<file path="src/rtl/distance_filter_pkg.sv">
// Shared constants and state encodings for the distance filter and the
// ranging stage that feeds it.
package distance_filter_pkg;

  localparam int unsigned W_DEF           = 12;
  localparam int unsigned AVG_LOG2_DEF    = 2;
  localparam int unsigned MAX_CM_DEF      = 400;
  localparam int unsigned NEAR_CM_DEF     = 20;
  localparam int unsigned FAR_CM_DEF      = 30;
  localparam int unsigned HOLD_DEF        = 3;
  // One 60 ms measurement period at 50 MHz.
  localparam int unsigned PERIOD_CYC      = 3_000_000;
  // Two silent measurement periods mean the sensor is gone.
  localparam int unsigned TIMEOUT_CYC_DEF = 2 * PERIOD_CYC;

  typedef enum logic {
    AVG_FILL = 1'b0,
    AVG_RUN  = 1'b1
  } avg_state_t;

  typedef enum logic {
    PRES_FAR  = 1'b0,
    PRES_NEAR = 1'b1
  } pres_state_t;

endpackage

</file>
<file path="src/rtl/moving_avg.sv">
// 2^AVG_LOG2-deep moving average over accepted samples.
// Ports:
//   clk, reset     - clock, synchronous active-high reset
//   flush          - drop all history and return to FILL
//   din, din_valid - qualified sample and its strobe
//   avg, avg_valid - truncated average, pulsed once per sample once full
module moving_avg
  import distance_filter_pkg::*;
#(
  parameter int unsigned W        = W_DEF,
  parameter int unsigned AVG_LOG2 = AVG_LOG2_DEF
) (
  input  logic         clk,
  input  logic         reset,
  input  logic         flush,
  input  logic [W-1:0] din,
  input  logic         din_valid,
  output logic [W-1:0] avg,
  output logic         avg_valid
);

  localparam int unsigned N  = 1 << AVG_LOG2;
  localparam int unsigned SW = W + AVG_LOG2;
  localparam int unsigned CW = AVG_LOG2 + 1;

  avg_state_t          state;
  logic [W-1:0]        ring [N];
  logic [AVG_LOG2-1:0] ptr;
  logic [CW-1:0]       fill_cnt;
  logic [SW-1:0]       sum;
  logic [SW-1:0]       oldest_c;
  logic [SW-1:0]       sum_next_c;

  // In FILL the slot under ptr holds stale data, so nothing is subtracted.
  always_comb begin
    oldest_c = '0;
    if (state == AVG_RUN) oldest_c = SW'(ring[ptr]);
    sum_next_c = sum + SW'(din) - oldest_c;
  end

  always_ff @(posedge clk) begin
    avg_valid <= 1'b0;
    if (reset) begin
      state    <= AVG_FILL;
      ptr      <= '0;
      fill_cnt <= '0;
      sum      <= '0;
      avg      <= '0;
      for (int i = 0; i < int'(N); i++) ring[i] <= '0;
    end else if (flush) begin
      state    <= AVG_FILL;
      ptr      <= '0;
      fill_cnt <= '0;
      sum      <= '0;
      avg      <= '0;
    end else if (din_valid) begin
      ring[ptr] <= din;
      ptr       <= ptr + AVG_LOG2'(1);
      sum       <= sum_next_c;
      case (state)
        AVG_FILL: begin
          fill_cnt <= fill_cnt + CW'(1);
          if (fill_cnt == CW'(N - 1)) begin
            state     <= AVG_RUN;
            avg       <= W'(sum_next_c >> AVG_LOG2);
            avg_valid <= 1'b1;
          end
        end
        AVG_RUN: begin
          avg       <= W'(sum_next_c >> AVG_LOG2);
          avg_valid <= 1'b1;
        end
        default: state <= AVG_FILL;
      endcase
    end
  end

endmodule

</file>
<file path="src/rtl/distance_filter.sv">
// Range-checks raw ultrasonic samples, averages them, and derives a
// debounced hysteretic presence flag plus a sensor-silence fault.
// Ports:
//   clk, reset         - clock, synchronous active-high reset
//   cm_in, cm_valid    - raw distance and its one-cycle strobe
//   dist_avg,avg_valid - filtered distance and its update pulse
//   near, near_evt     - presence level and FAR->NEAR pulse
//   sensor_fault       - no strobe seen for TIMEOUT_CYC cycles
module distance_filter
  import distance_filter_pkg::*;
#(
  parameter int unsigned W           = W_DEF,
  parameter int unsigned AVG_LOG2    = AVG_LOG2_DEF,
  parameter int unsigned MAX_CM      = MAX_CM_DEF,
  parameter int unsigned NEAR_CM     = NEAR_CM_DEF,
  parameter int unsigned FAR_CM      = FAR_CM_DEF,
  parameter int unsigned HOLD        = HOLD_DEF,
  parameter int unsigned TIMEOUT_CYC = TIMEOUT_CYC_DEF
) (
  input  logic         clk,
  input  logic         reset,
  input  logic [W-1:0] cm_in,
  input  logic         cm_valid,
  output logic [W-1:0] dist_avg,
  output logic         avg_valid,
  output logic         near,
  output logic         near_evt,
  output logic         sensor_fault
);

  localparam int unsigned TW = $clog2(TIMEOUT_CYC + 1);
  localparam int unsigned HW = $clog2(HOLD + 1);

  pres_state_t   pstate;
  logic [TW-1:0] tcnt;
  logic [HW-1:0] hcnt;
  logic [HW-1:0] hcnt_inc_c;
  logic          accept_c;
  logic          timeout_c;
  logic          qualify_c;

  assign accept_c  = cm_valid && (cm_in != '0) && (cm_in <= W'(MAX_CM));
  // Any strobe, even a rejected one, beats the timeout in the same cycle.
  assign timeout_c = !cm_valid && (tcnt == TW'(TIMEOUT_CYC));

  moving_avg #(
    .W        (W),
    .AVG_LOG2 (AVG_LOG2)
  ) u_avg (
    .clk       (clk),
    .reset     (reset),
    .flush     (timeout_c),
    .din       (cm_in),
    .din_valid (accept_c),
    .avg       (dist_avg),
    .avg_valid (avg_valid)
  );

  // Silence counter: restarts on every strobe, saturates at the limit.
  always_ff @(posedge clk) begin
    if (reset || cm_valid) begin
      tcnt <= '0;
    end else if (tcnt != TW'(TIMEOUT_CYC)) begin
      tcnt <= tcnt + TW'(1);
    end
  end

  always_ff @(posedge clk) begin
    if (reset) begin
      sensor_fault <= 1'b0;
    end else if (timeout_c) begin
      sensor_fault <= 1'b1;
    end else if (accept_c) begin
      sensor_fault <= 1'b0;
    end
  end

  // Threshold that counts toward leaving the current presence state.
  always_comb begin
    qualify_c  = (pstate == PRES_NEAR) ? (dist_avg >= W'(FAR_CM))
                                       : (dist_avg <= W'(NEAR_CM));
    hcnt_inc_c = hcnt + HW'(1);
  end

  // Presence FSM, stepped once per fresh average.
  always_ff @(posedge clk) begin
    near_evt <= 1'b0;
    if (reset || timeout_c) begin
      pstate <= PRES_FAR;
      hcnt   <= '0;
      near   <= 1'b0;
    end else if (avg_valid) begin
      if (!qualify_c) begin
        hcnt <= '0;
      end else if (hcnt_inc_c == HW'(HOLD)) begin
        hcnt <= '0;
        case (pstate)
          PRES_FAR: begin
            pstate   <= PRES_NEAR;
            near     <= 1'b1;
            near_evt <= 1'b1;
          end
          PRES_NEAR: begin
            pstate <= PRES_FAR;
            near   <= 1'b0;
          end
          default: pstate <= PRES_FAR;
        endcase
      end else begin
        hcnt <= hcnt_inc_c;
      end
    end
  end

endmodule

</file>
<file path="config.mk">
export PLATFORM = sky130hd
export DESIGN_NAME = distance_filter
export DESIGN_NICKNAME = d
export VERILOG_FILES = /design/src/rtl/distance_filter_pkg.sv /design/src/rtl/moving_avg.sv /design/src/rtl/distance_filter.sv
export SDC_FILE = /design/constraint.sdc
export NUM_CORES = 1
export LEC_CHECK = 0
export BUFFER_PORTS_ARGS = -buffer_cell sky130_fd_sc_hd__buf_2
export CAP_MARGIN = 5
export CELL_PAD_IN_SITES_DETAIL_PLACEMENT = 1
export CELL_PAD_IN_SITES_GLOBAL_PLACEMENT = 1
export CORE_MARGIN = 10
export CORE_UTILIZATION = 45
export DETAILED_ROUTE_END_ITERATION = 8
export PLACE_DENSITY_LB_ADDON = 0.08
export SYNTH_ARGS = -nofsm -noshare
export SYNTH_HDL_FRONTEND = slang
export SYNTH_SLANG_ARGS = --single-unit
</file>
<file path="constraint.sdc">
create_clock -name clk -period 5.6 [get_ports clk]
set_input_delay 0.56 -clock clk [delete_from_list [all_inputs] [get_ports clk]]
set_output_delay 0.56 -clock clk [all_outputs]
set_load 0.02 [all_outputs]
</file>
* Yosys cells after proc, flatten, opt, wreduce, memory -nomap -nowiden
Memory sizes are Yosys's and may differ from the RTL's. A register that Yosys moved wholly into a read port is not among the register bits.
Cells that the tools add are included.
** Storage, ports and cells
- Word-level logic and storage cells :: 71
- Memories kept :: 1
- Input port bits :: 15
- Flip-flop bits (word level) :: 61
- Bits in writable memories :: 48
- Output and inout bits :: 16
** Memory list
- u_avg.ring :: depth 4, width 12, read ports 1, clocked after memory_dff 1, wr ports 4, RTL line moving_avg.sv:27 : logic [W-1:0] ring [N];
** Cells by class
- Add/sub/neg operators :: 6
- $lt $le $gt $ge :: 3
- Bitwise gates (word level) :: 6
- Multiplexer cells :: 24
- Eq/ne operators :: 5
- Reductions and logical operators :: 15
** Operator list (number)
- 12-bit 2-to-1 mux :: 3
- 12-bit one-hot mux with 2 select lines :: 1
- 23-bit by 1-bit adder with 23-bit output, second input constant :: 1
- 23-bit equality test, second input constant :: 1
- 23-bit != test, second input constant :: 1
- 14-bit by 12-bit adder with 14-bit output :: 1
- 14-bit subtractor :: 1
- 1-bit 2-to-1 mux :: 13
- 12-bit by 5-bit >= comparator with 1-bit output, second input constant :: 1
- 12-bit by 5-bit less-or-equal comparator with 1-bit output, second input constant :: 1
- 12-bit by 9-bit less-or-equal comparator with 1-bit output, second input constant :: 1
- 12-bit nonzero test :: 1
- 12-bit OR reduction :: 1
- 2-bit 2-to-1 mux :: 5
- 1-bit NOT :: 6
- 2-bit by 1-bit adder with 2-bit output, second input constant :: 2
- 1-bit one-hot mux with 2 select lines :: 2
- 2-bit AND reduction :: 2
- 4-bit OR reduction :: 1
- 3-bit by 1-bit adder with 3-bit output, second input constant :: 1
- 3-bit by 2-bit equality test with 1-bit output, second input constant :: 1
- 1-bit logical AND :: 3
- 3-bit AND reduction :: 1
- 3-bit OR reduction :: 1
- other kinds (6) :: 7

* Longest topological paths before layout
- Depth after elaboration :: 9
- Depth in mapped cells :: 15
- Gate-level depth less buffers :: 14

* Cells and area by module
Synthesis repeated with hierarchy kept, for this count alone.
** Second synthesis, totals
- Cells, all modules :: 596
- Area total of the unflattened synthesis :: 6007.0 um^2
** Modules (own cells, without submodules)
- moving_avg :: cells an instance 414, seq. area each 2142.1 um^2, area an instance 4505.6 um^2, instances 1
- distance_filter :: cells an instance 182, seq. area each 560.5 um^2, area an instance 1501.4 um^2, instances 1

* Worst setup path after synthesis
Ideal clock, no wire load.
- Path type :: flip-flop to flip-flop
- Start point :: register (tool-made name)
- End point :: register u_avg.avg[11]
- Path buffers :: 1
- Setup time :: 0.062 ns
- Cell stages (with the launch flop) :: 14
- Data arrival time :: 3.937 ns
- Clock period less this slack :: 3.998 ns
- Setup slack :: 1.602 ns
- Required time :: 5.538 ns
- Cells stage by stage :: dfxtp_1 > buf_1 > mux4_2 > and2_1 > fa_1 > inv_1 > ha_1 > a211oi_1 > o21ai_0 > o221ai_1 > a41o_1 > xnor2_1 > or3b_2 > nand3_1
** RTL lines
- to (signal assigned) :: RTL line moving_avg.sv:65 : avg <= W'(sum_next_c >> AVG_LOG2);
- to (signal assigned) :: RTL line moving_avg.sv:70 : avg <= W'(sum_next_c >> AVG_LOG2);
- to (decl) :: RTL line moving_avg.sv:18 : output logic [W-1:0] avg,

==> results.yml <==
logic_synthesis:
  synth_seq_cells: 111
  syn_area_um2: 5650
  yosysUniqueCellTypes: 47
  synthesis.area_per_instance_um2: 10.1
  ys_async_sr_fraction: 0
  yosysSeqAreaShare: 0.478
  synthFlopType: "dfxtp_1"
  synth_warnings: 0
  synth-edff-count: 48
  postSynthCellCount: 559
sta:
  setup_viol_count_final: 0
  grt_setup_unrepaired: "no"
  clock.fmax_mhz: 232
  drv_slew: 0
  worstMarginPinSlew_ps: 1030
  relSlewSlack: 0.308
  final_hold_viol_count: 0
  min_period_ps: 4310
  setup_ws_ps: 1290
  fin_tns_setup_ps: 0
  final.setup_skew_ps: 5.48
  fin_crit_sh: 0.769
clock_network:
  cts_max_level: 3
  clkSinkCount: 111
  clockBufferDepth: 2
  cts_hold_buf: 0
  clk_latency_ps: 370
  cts_buffers: 9
  post_cts_buffers: 0
  cts_resized: 0
  cts_root_buffer: "clkbuf_16"
  cts.clk_slew.worst_paths_ps: 70
  cts_tree: "done"
worst_setup_path:
  worstPathCellList: "mux4_2 > and2_1 > fa_1 > inv_1 > ha_1 > o211ai_1 > o21ai_0 > o221ai_1 > a41o_1 > xnor2_1 > or3b_2 > nand3_1"
  max_stage_delay_ps: 910
  critical_path.max_fanout: 12
  end_kind: "flop"
  crit_arrival_ps: 4620
  cp-start-kind: "flop"
  cp.required_ps: 5910
  crit_type: "flop to flop"
  cp_slowest_cell: "dfxtp_1"
layout:
  area_growth_pct: 12.5
  fin_nets: 648
  final_layout_size_suffix_gt1_frac: 0.118
  most-common-layout-cells: "nor2_1 (63), dfxtp_1 (63), inv_1 (61), edfxtp_1 (48), a21oi_1 (33)"
  fin_area_um2: 6350
  antenna_cells: 0
routing:
  postRouteAntennaNets: 0
  first_pass_iters: 4
  wl_um: 13600
  dr.first_iter.drc_count: 196
  via_per_inst: 5.27
  wl_per_cell_um: 17.5
  drt_drc_violations_left: 0
  via_count: 4091
die:
  dieArea_um2: 17400
  io_pins: 31
  die_x_um: 132
  initial_utilization: 0.465
  coreArea_um2: 12200
  rows: 40
  die_h_um: 132
power_and_ir_drop:
  power_density_nw_per_um2: 275
  power_frac_comb: 0.108
  power_switching_mw: 0.448
  p_clk_frac: 0.392
  switching_share: 0.256
  power.internal_mw: 1.30
  p_leak_nw: 2.53
  seqPwrFrac: 0.500
  vdd_drop_max_mv: 0.200
grt:
  antenna_found_initial: 0
  grt_pass1_vias: 4321
  grt_usage: 0.162
  overflow: 0
  grt_max_degree: 37
  grt_pass1_wl_um: 22600
place:
  hpwl_um: 10000
  place_ws_ps: 1270
  dpl_cell_area_um2: 6050
  place_congestion: 0.822
  io_buffers: 30
worst_hold_path:
  hold_path_class: "flop to flop"
flow_run:
  maxCapViolations: 0
status:
  status: "finished clean"
Yosys cell counts, drive strengths merged, types with 9 or more instances:
| cell type | n | area (um2) |
|---|---|---|
| nor2 | 63 | 236 |
| or3 | 11 | 68.8 |
| xnor2 | 13 | 114 |
| and3 | 12 | 75.1 |
| mux4 | 12 | 270 |
| mux2i | 9 | 90.1 |
| a21oi | 33 | 165 |
| clkbuf | 11 | 41.3 |
| nand2 | 32 | 120 |
| nand3 | 11 | 55.1 |
| edfxtp | 48 | 1440 |
| o21ai | 20 | 100 |
| inv | 61 | 229 |
| nor3 | 20 | 111 |
| ha | 18 | 225 |
| xor2 | 14 | 123 |
| dfxtp | 63 | 1260 |
| and2 | 31 | 194 |
| fa | 12 | 240 |
cells by family (layout without fill, tap and decap cells):
| logic type | count (synthesis) | count (layout) | share of synthesized area |
|---|---|---|---|
| multiplexers | 22 | 22 | 0.0658 |
| AO/OA/AOI/OAI | 85 | 85 | 0.0950 |
| adder cells (fa/ha/maj) | 30 | 30 | 0.0824 |
| AND/OR/NAND/NOR | 206 | 206 | 0.184 |
| XOR/XNOR | 27 | 27 | 0.0419 |
| flip-flops | 111 | 111 | 0.478 |
| other | 1 | 12 | 0.000664 |
| buffers and inverters | 77 | 115 | 0.0518 |
power groups by stage:
stage / logic (mW) / registers [mW] / clock network [mW]
after detailed placement: 0.189 / 0.894 / 0
after global routing: 0.216 / 0.877 / 0.737
after CTS: 0.191 / 0.875 / 0.697
after global placement: 0.184 / 0.892 / 0
final: 0.189 / 0.874 / 0.685
after floorplan: 0.135 / 0.888 / 0
state kept, by name (all words and copies together), names as in the netlist, named ones only:
register	cells
u_avg.ring	48
tcnt	23
u_avg.sum	14
u_avg.avg	12
u_avg.fill_cnt	3
hcnt	2
u_avg.ptr	2
near_evt	1
pstate	1
sensor_fault	1
u_avg.avg_valid	1
u_avg.state	1
critical path: cells and delay by family (launching register included):
family | cells | cell delay (ps)
fa+ha+maj | 2 | 840
compound gates | 4 | 1000
simple gates | 3 | 700
mux | 1 | 590
xor+xnor | 1 | 150
flops | 1 | 910
buf+inv | 1 | 50
metrics by stage:
stage	power [mW]	hold slack, ps	utilization	instances
global route	1.83	477	0.523	776
CTS	1.76	457	0.523	776
finish	1.75	454	0.523	776
floorplan	1.02	436	-	570
global placement	1.08	442	0.497	760
detailed placement	1.08	447	0.497	760
layout make-up:
| cell class | count | area, um2 |
|---|---|---|
| fillers | 1390 | 5810 |
| flip-flops and latches | 111 | 2700 |
| multi-input cells | 382 | 2700 |
| clock buffers | 10 | 239 |
| inverters | 61 | 229 |
| repair buffers | 38 | 210 |
| well taps | 168 | 210 |
| clock inverters | 6 | 66.3 |
layer usage:
| layer | global-route usage | part of all wire | routed length [um] | up-vias |
|---|---|---|---|---|
| li1 | - | - | - | 2002 |
| met1 | 0.208 | 0.48 | 6530 | 2034 |
| met2 | 0.263 | 0.48 | 6460 | 40 |
| met3 | 0.0324 | 0.030 | 401 | 15 |
| met4 | 0.0587 | 0.015 | 199 | 0 |
| met5 | 0 | 0 | 0 | - |
worst paths after layout:
kind	from	end	slack [ps]	cells past startpoint
worst max-delay path	flop	u_avg.avg[11]$_SDFFE_PP0P_	1290	12
worst min register to register	u_avg.sum[0]$_SDFFE_PP0N_	u_avg.sum[0]$_SDFFE_PP0N_	450	2
worst max register to register	flop	u_avg.avg[11]$_SDFFE_PP0P_	1290	12
worst min-delay path	u_avg.sum[0]$_SDFFE_PP0N_	u_avg.sum[0]$_SDFFE_PP0N_	450	2
Power figures use the tool's default switching activity.
